## config.mk

```make
export PLATFORM = sky130hd
export DESIGN_NAME = ahb_cfg_ctrl
export DESIGN_NICKNAME = d
export VERILOG_FILES = /design/src/rtl/ahb_cfg_ctrl.sv
export SDC_FILE = /design/constraint.sdc
export NUM_CORES = 1
export LEC_CHECK = 0
export BUFFER_PORTS_ARGS = -buffer_cell sky130_fd_sc_hd__buf_2
export CELL_PAD_IN_SITES_DETAIL_PLACEMENT = 0
export CELL_PAD_IN_SITES_GLOBAL_PLACEMENT = 2
export CORE_AREA = 2 2 96 98
export DETAILED_ROUTE_END_ITERATION = 12
export DIE_AREA = 0 0 98 100
export GPL_ROUTABILITY_DRIVEN = 0
export PLACE_DENSITY = 0.83
export SYNTH_ARGS = -nofsm -noshare
export SYNTH_HDL_FRONTEND = slang
export SYNTH_SLANG_ARGS = --single-unit
```

## constraint.sdc

```tcl
create_clock -name clk -period 2.55 [get_ports clk]
set_clock_uncertainty 0.2 [all_clocks]
set_input_delay 0.1275 -clock clk [delete_from_list [all_inputs] [get_ports clk]]
set_output_delay 0.1275 -clock clk [all_outputs]
set_load 0.005 [all_outputs]
```

## src/rtl/ahb_cfg_ctrl.sv

```systemverilog
// ahb_cfg_ctrl: AHB-Lite slave front end for a bank of NREG 32-bit config registers.
//
// Decodes the register index from the byte address, issues one-hot write/read
// enables to the register bank, and returns the bank's OR-combined read data.
// Illegal accesses get a two-cycle ERROR response and never raise an enable.
//
// Build option:
//   AHB_CFG_CTRL_RDWAIT_EN  defined   : reads take one wait state (RD1) and
//                                       hrdata_o is registered (valid in RD2).
//                           undefined : reads complete with zero wait states;
//                                       hrdata_o is a combinational pass-through
//                                       of reg_rdata_i in RD, zero elsewhere.
//
// Ports:
//   clk, rst_n          clock (rising edge), asynchronous active-low reset
//   hsel_i .. hready_i  AHB-Lite slave address/data phase inputs
//   hrdata_o            read data
//   hreadyout_o         slave ready
//   hresp_o             0 = OKAY, 1 = ERROR
//   reg_wen_o           one-hot write enable pulse to the register bank
//   reg_ren_o           one-hot read enable to the register bank
//   reg_wdata_o         write data to the register bank
//   reg_rdata_i         OR of all register read outputs
module ahb_cfg_ctrl #(
  parameter int NREG = 8,
  parameter int AW   = 3
) (
  input  logic            clk,
  input  logic            rst_n,
  input  logic            hsel_i,
  input  logic [AW+1:0]   haddr_i,
  input  logic [1:0]      htrans_i,
  input  logic            hwrite_i,
  input  logic [2:0]      hsize_i,
  input  logic [31:0]     hwdata_i,
  input  logic            hready_i,
  output logic [31:0]     hrdata_o,
  output logic            hreadyout_o,
  output logic            hresp_o,
  output logic [NREG-1:0] reg_wen_o,
  output logic [NREG-1:0] reg_ren_o,
  output logic [31:0]     reg_wdata_o,
  input  logic [31:0]     reg_rdata_i
);

`ifdef AHB_CFG_CTRL_RDWAIT_EN
  typedef enum logic [2:0] {S_IDLE, S_WR, S_RD1, S_RD2, S_ER1, S_ER2} state_t;
`else
  typedef enum logic [2:0] {S_IDLE, S_WR, S_RD, S_ER1, S_ER2} state_t;
`endif

  state_t        state, nxt;
  logic [AW-1:0] idx_q;
  logic [AW-1:0] addr_idx;
  logic          accept;
  logic          legal;
  logic          can_acc;
  logic          rd_state;

  assign addr_idx = haddr_i[AW+1:2];
  assign accept   = hsel_i & htrans_i[1] & hready_i;
  // Widen the index by one bit so NREG == 2^AW compares without overflow.
  assign legal    = ({1'b0, addr_idx} < (AW+1)'(NREG)) &&
                    (haddr_i[1:0] == 2'b00) && (hsize_i == 3'b010);

  always_ff @(posedge clk or negedge rst_n) begin
    if (!rst_n) begin
      state <= S_IDLE;
      idx_q <= '0;
    end else begin
      state <= nxt;
      if (can_acc && accept && legal) idx_q <= addr_idx;
    end
  end

  // Next state: any state whose data phase completes this cycle (hreadyout_o=1)
  // can take the next address phase.
  always_comb begin
    nxt     = state;
    can_acc = 1'b0;
    unique case (state)
      S_IDLE, S_WR, S_ER2: can_acc = 1'b1;
`ifdef AHB_CFG_CTRL_RDWAIT_EN
      S_RD1:               nxt     = S_RD2;
      S_RD2:               can_acc = 1'b1;
`else
      S_RD:                can_acc = 1'b1;
`endif
      S_ER1:               nxt     = S_ER2;
      default:             nxt     = S_IDLE;
    endcase
    if (can_acc) begin
      if (accept) begin
        if (!legal)        nxt = S_ER1;
        else if (hwrite_i) nxt = S_WR;
`ifdef AHB_CFG_CTRL_RDWAIT_EN
        else               nxt = S_RD1;
`else
        else               nxt = S_RD;
`endif
      end else begin
        nxt = S_IDLE;
      end
    end
  end

`ifdef AHB_CFG_CTRL_RDWAIT_EN
  assign rd_state    = (state == S_RD1);
  assign hreadyout_o = !((state == S_RD1) || (state == S_ER1));

  // Read data is captured at the end of RD1 and held through later writes/errors.
  always_ff @(posedge clk or negedge rst_n) begin
    if (!rst_n)             hrdata_o <= '0;
    else if (state == S_RD1) hrdata_o <= reg_rdata_i;
  end
`else
  assign rd_state    = (state == S_RD);
  assign hreadyout_o = (state != S_ER1);
  assign hrdata_o    = rd_state ? reg_rdata_i : 32'h0;
`endif

  assign hresp_o     = (state == S_ER1) || (state == S_ER2);
  assign reg_wdata_o = (state == S_WR) ? hwdata_i : 32'h0;

  // idx_q only ever holds a legal index, so at most one enable bit is set.
  always_comb begin
    reg_wen_o = '0;
    reg_ren_o = '0;
    for (int i = 0; i < NREG; i++) begin
      reg_wen_o[i] = (state == S_WR) && (idx_q == AW'(i));
      reg_ren_o[i] = rd_state        && (idx_q == AW'(i));
    end
  end

endmodule

```

==> metrics <==
status=finished, final reports clean; R2R Setup Slk=between 600 and 700 ps; crit path kind=flop to output port; Die Y=around 100 um; final setup TNS=0 ps; Final Max Slew Viols=0; CTS sink cnt=6; Synth cell types=19; endpoints failing setup=0; Placeable Area=a little under 9000 sq um; antenna viol nets, final=0; Ys Warns=0; Worst-Skew Late Latency=220 ps; Die Width=slightly below 100 um; r2r worst-path depth=3; Max VDD drop=184 uV; CP arrival=~1600 ps; slew margin rel.=approximately 72%; Bufs on Longest Clock Path=2; Tot Pwr=0.399 mW; WP depth=3; RSZ-0062 raised after global routing=false; root buffer selected by CTS=clkbuf_8; Mapped Cells=approximately 120; # IOs=roughly 160; fin crit share=76.3%; TritonRoute pass-1 iters=4; CP Max Fanout=7; Die Area=9800 sq um; Layout area overhead=119%; initial core utilization=about a tenth; initial antenna violation count=0; Hold Violations, Final=0; Detailed Route WL=~3.5 mm; first-pass GRT wire length=roughly 5.3 mm; pin count of the biggest net entering global routing=35; Worst Setup SP=state[0]; via count=approximately 1,400; Critical Path RT=approximately 2200 ps; worst-margin pin slew=a little over 400 ps; Mapped Area=~860 sq um; HP Class=input pin to asynchronous set/reset pin; Worst setup endpoint=reg_ren_o[0]; post-DP HPWL=a little over 3 mm; Tmin final=about 2000 ps; 1st-iter DRT viols=30; Total Routing Usage GR=6.41%; PwrDens=between 200 and 250 nW/um^2; Post-CTS Setup Inserts=0; Worst Path Buf+Inv=1; Max-Cap Viols=0; IO buf count=159; row count=35; Crit path max-delay family=simple AND/OR/NAND/NOR gates; post-synthesis sequential area ratio=between 15 and 20%; Vias/cell=around 3.5; Num CTS Buffers=3; NumNets Final=approximately 360; vias in the first global route=between 1,000 and 1,500; TritonCTS clock tree=yes; post-synth top area share=a little under half; P_leak=between 1 and 1.5 nW; CP Capture Type=output port; mean area per synthesized cell=around 7.1 sq um; fmax=roughly 500 MHz; Post-Syn Nets=200; Reg clk slew, reported paths=around 40 ps; CP peak stage delay=between 500 and 600 ps; ranking of synthesized cells by area=and2_1, dfrtp_1, nor3_1, mux2_4, clkbuf_1; CTS H-Tree Depth=1; r2r startpoint=state[2]; Routed WL per cell=roughly 9 um; grt total ovfl=0; crit start category=flop; # DRC=0; flops & latches, synth=6; worst-path cell with the longest stage delay=or3b_2; layout cell share with drive strength beyond 1=between 60% and 70%; largest area contributor in the netlist=and2_1; RR Endpoint=idx_q[1]; worst-path cell chain=or3b_2 -> nor4_1 -> buf_2; Ant. Diodes=0
==> layout make-up <==
type / count / area [sq um]
clock buffer: 3 / 41.3
fill: 1017 / 7010
inverter: 1 / 3.75
multi-input combinational: 106 / 684
sequential: 6 / 150
tap: 111 / 139
timing repair buffer: 166 / 861
==> placed cells by master, fill, tap and decap left out, drive strengths merged <==
cell           n
inv            1
maj3           1
nand2          6
dfrtp          6
buf          161
or4b           1
clkbuf         3
nor3b          2
nor4           3
or3b           1
a211oi         1
nor2           8
o21ai          1
and2          64
nand2b         3
mux2           3
nand3b         1
nand3          1
dlygate4sd3    5
nor3          10
==> power by group <==
part / leakage (nW) / switching [mW] / internal [mW]
Combinational: 1.05 / 0.0522 / 0.0898
Clock: 0.0216 / 0.0411 / 0.101
Sequential: 0.0817 / 0.0129 / 0.101
==> state kept, by name (all words and copies together) (netlist names) <==
name / flops
idx_q: 3
state: 3
==> stage by stage <==
step                      instance area, sq um  util [%]  setup WS (ps)  std cells  hold WS, ps
after floorplan                            858         -            782        121         -368
after global placement                    1790      20.1            718        385         -251
after detailed placement                  1790      20.1            686        385         -245
after CTS                                 1880      21.1            598        393         50.1
after global routing                      1880      21.1            462        393         53.4
final                                     1880      21.1            605        393         49.9
==> worst min path at each step <==
stage,start,endpoint,slack (ps)
floorplan,rst_n,idx_q[0],-370
global placement,rst_n,idx_q[0],-250
detailed placement,rst_n,state[0],-240
CTS,rst_n,idx_q[0],50
global route,haddr_i[1],state[1],50
finish,rst_n,state[0],50
==> per-layer routing <==
metal | up-vias | global-route usage [%] | wire length (um)
met5 | - | 0 | 0
met4 | 0 | 1.92 | 16
met3 | 2 | 1.18 | 372
met2 | 93 | 11.3 | 1760
met1 | 553 | 7.95 | 1380
li1 | 713 | - | -
==> Yosys cell counts, drive strengths merged <==
master	instances
nor4	3
nand2	6
nor3	10
nor2	8
and2	64
nor3b	2
or4b	1
o21ai	1
a211oi	1
inv	1
mux2	3
nand2b	3
nand3	1
or3b	1
maj3	1
nand3b	1
dfrtp	6
clkbuf	8
==> cell families after synthesis <==
logic type / synth area share, %
AOI/OAI and AO/OA: 1.46
and+or+nand+nor: 70.6
adders and majority gates: 1.31
muxes: 5.25
buffers and inverters: 3.94
DFF: 17.5
==> repair_timing <==
action	in CTS	in global routing
hold buffers	5	0
endpoints found under the hold margin	10	0
resized for setup	0	0
Note: power is estimated with default switching activity, not from simulation.
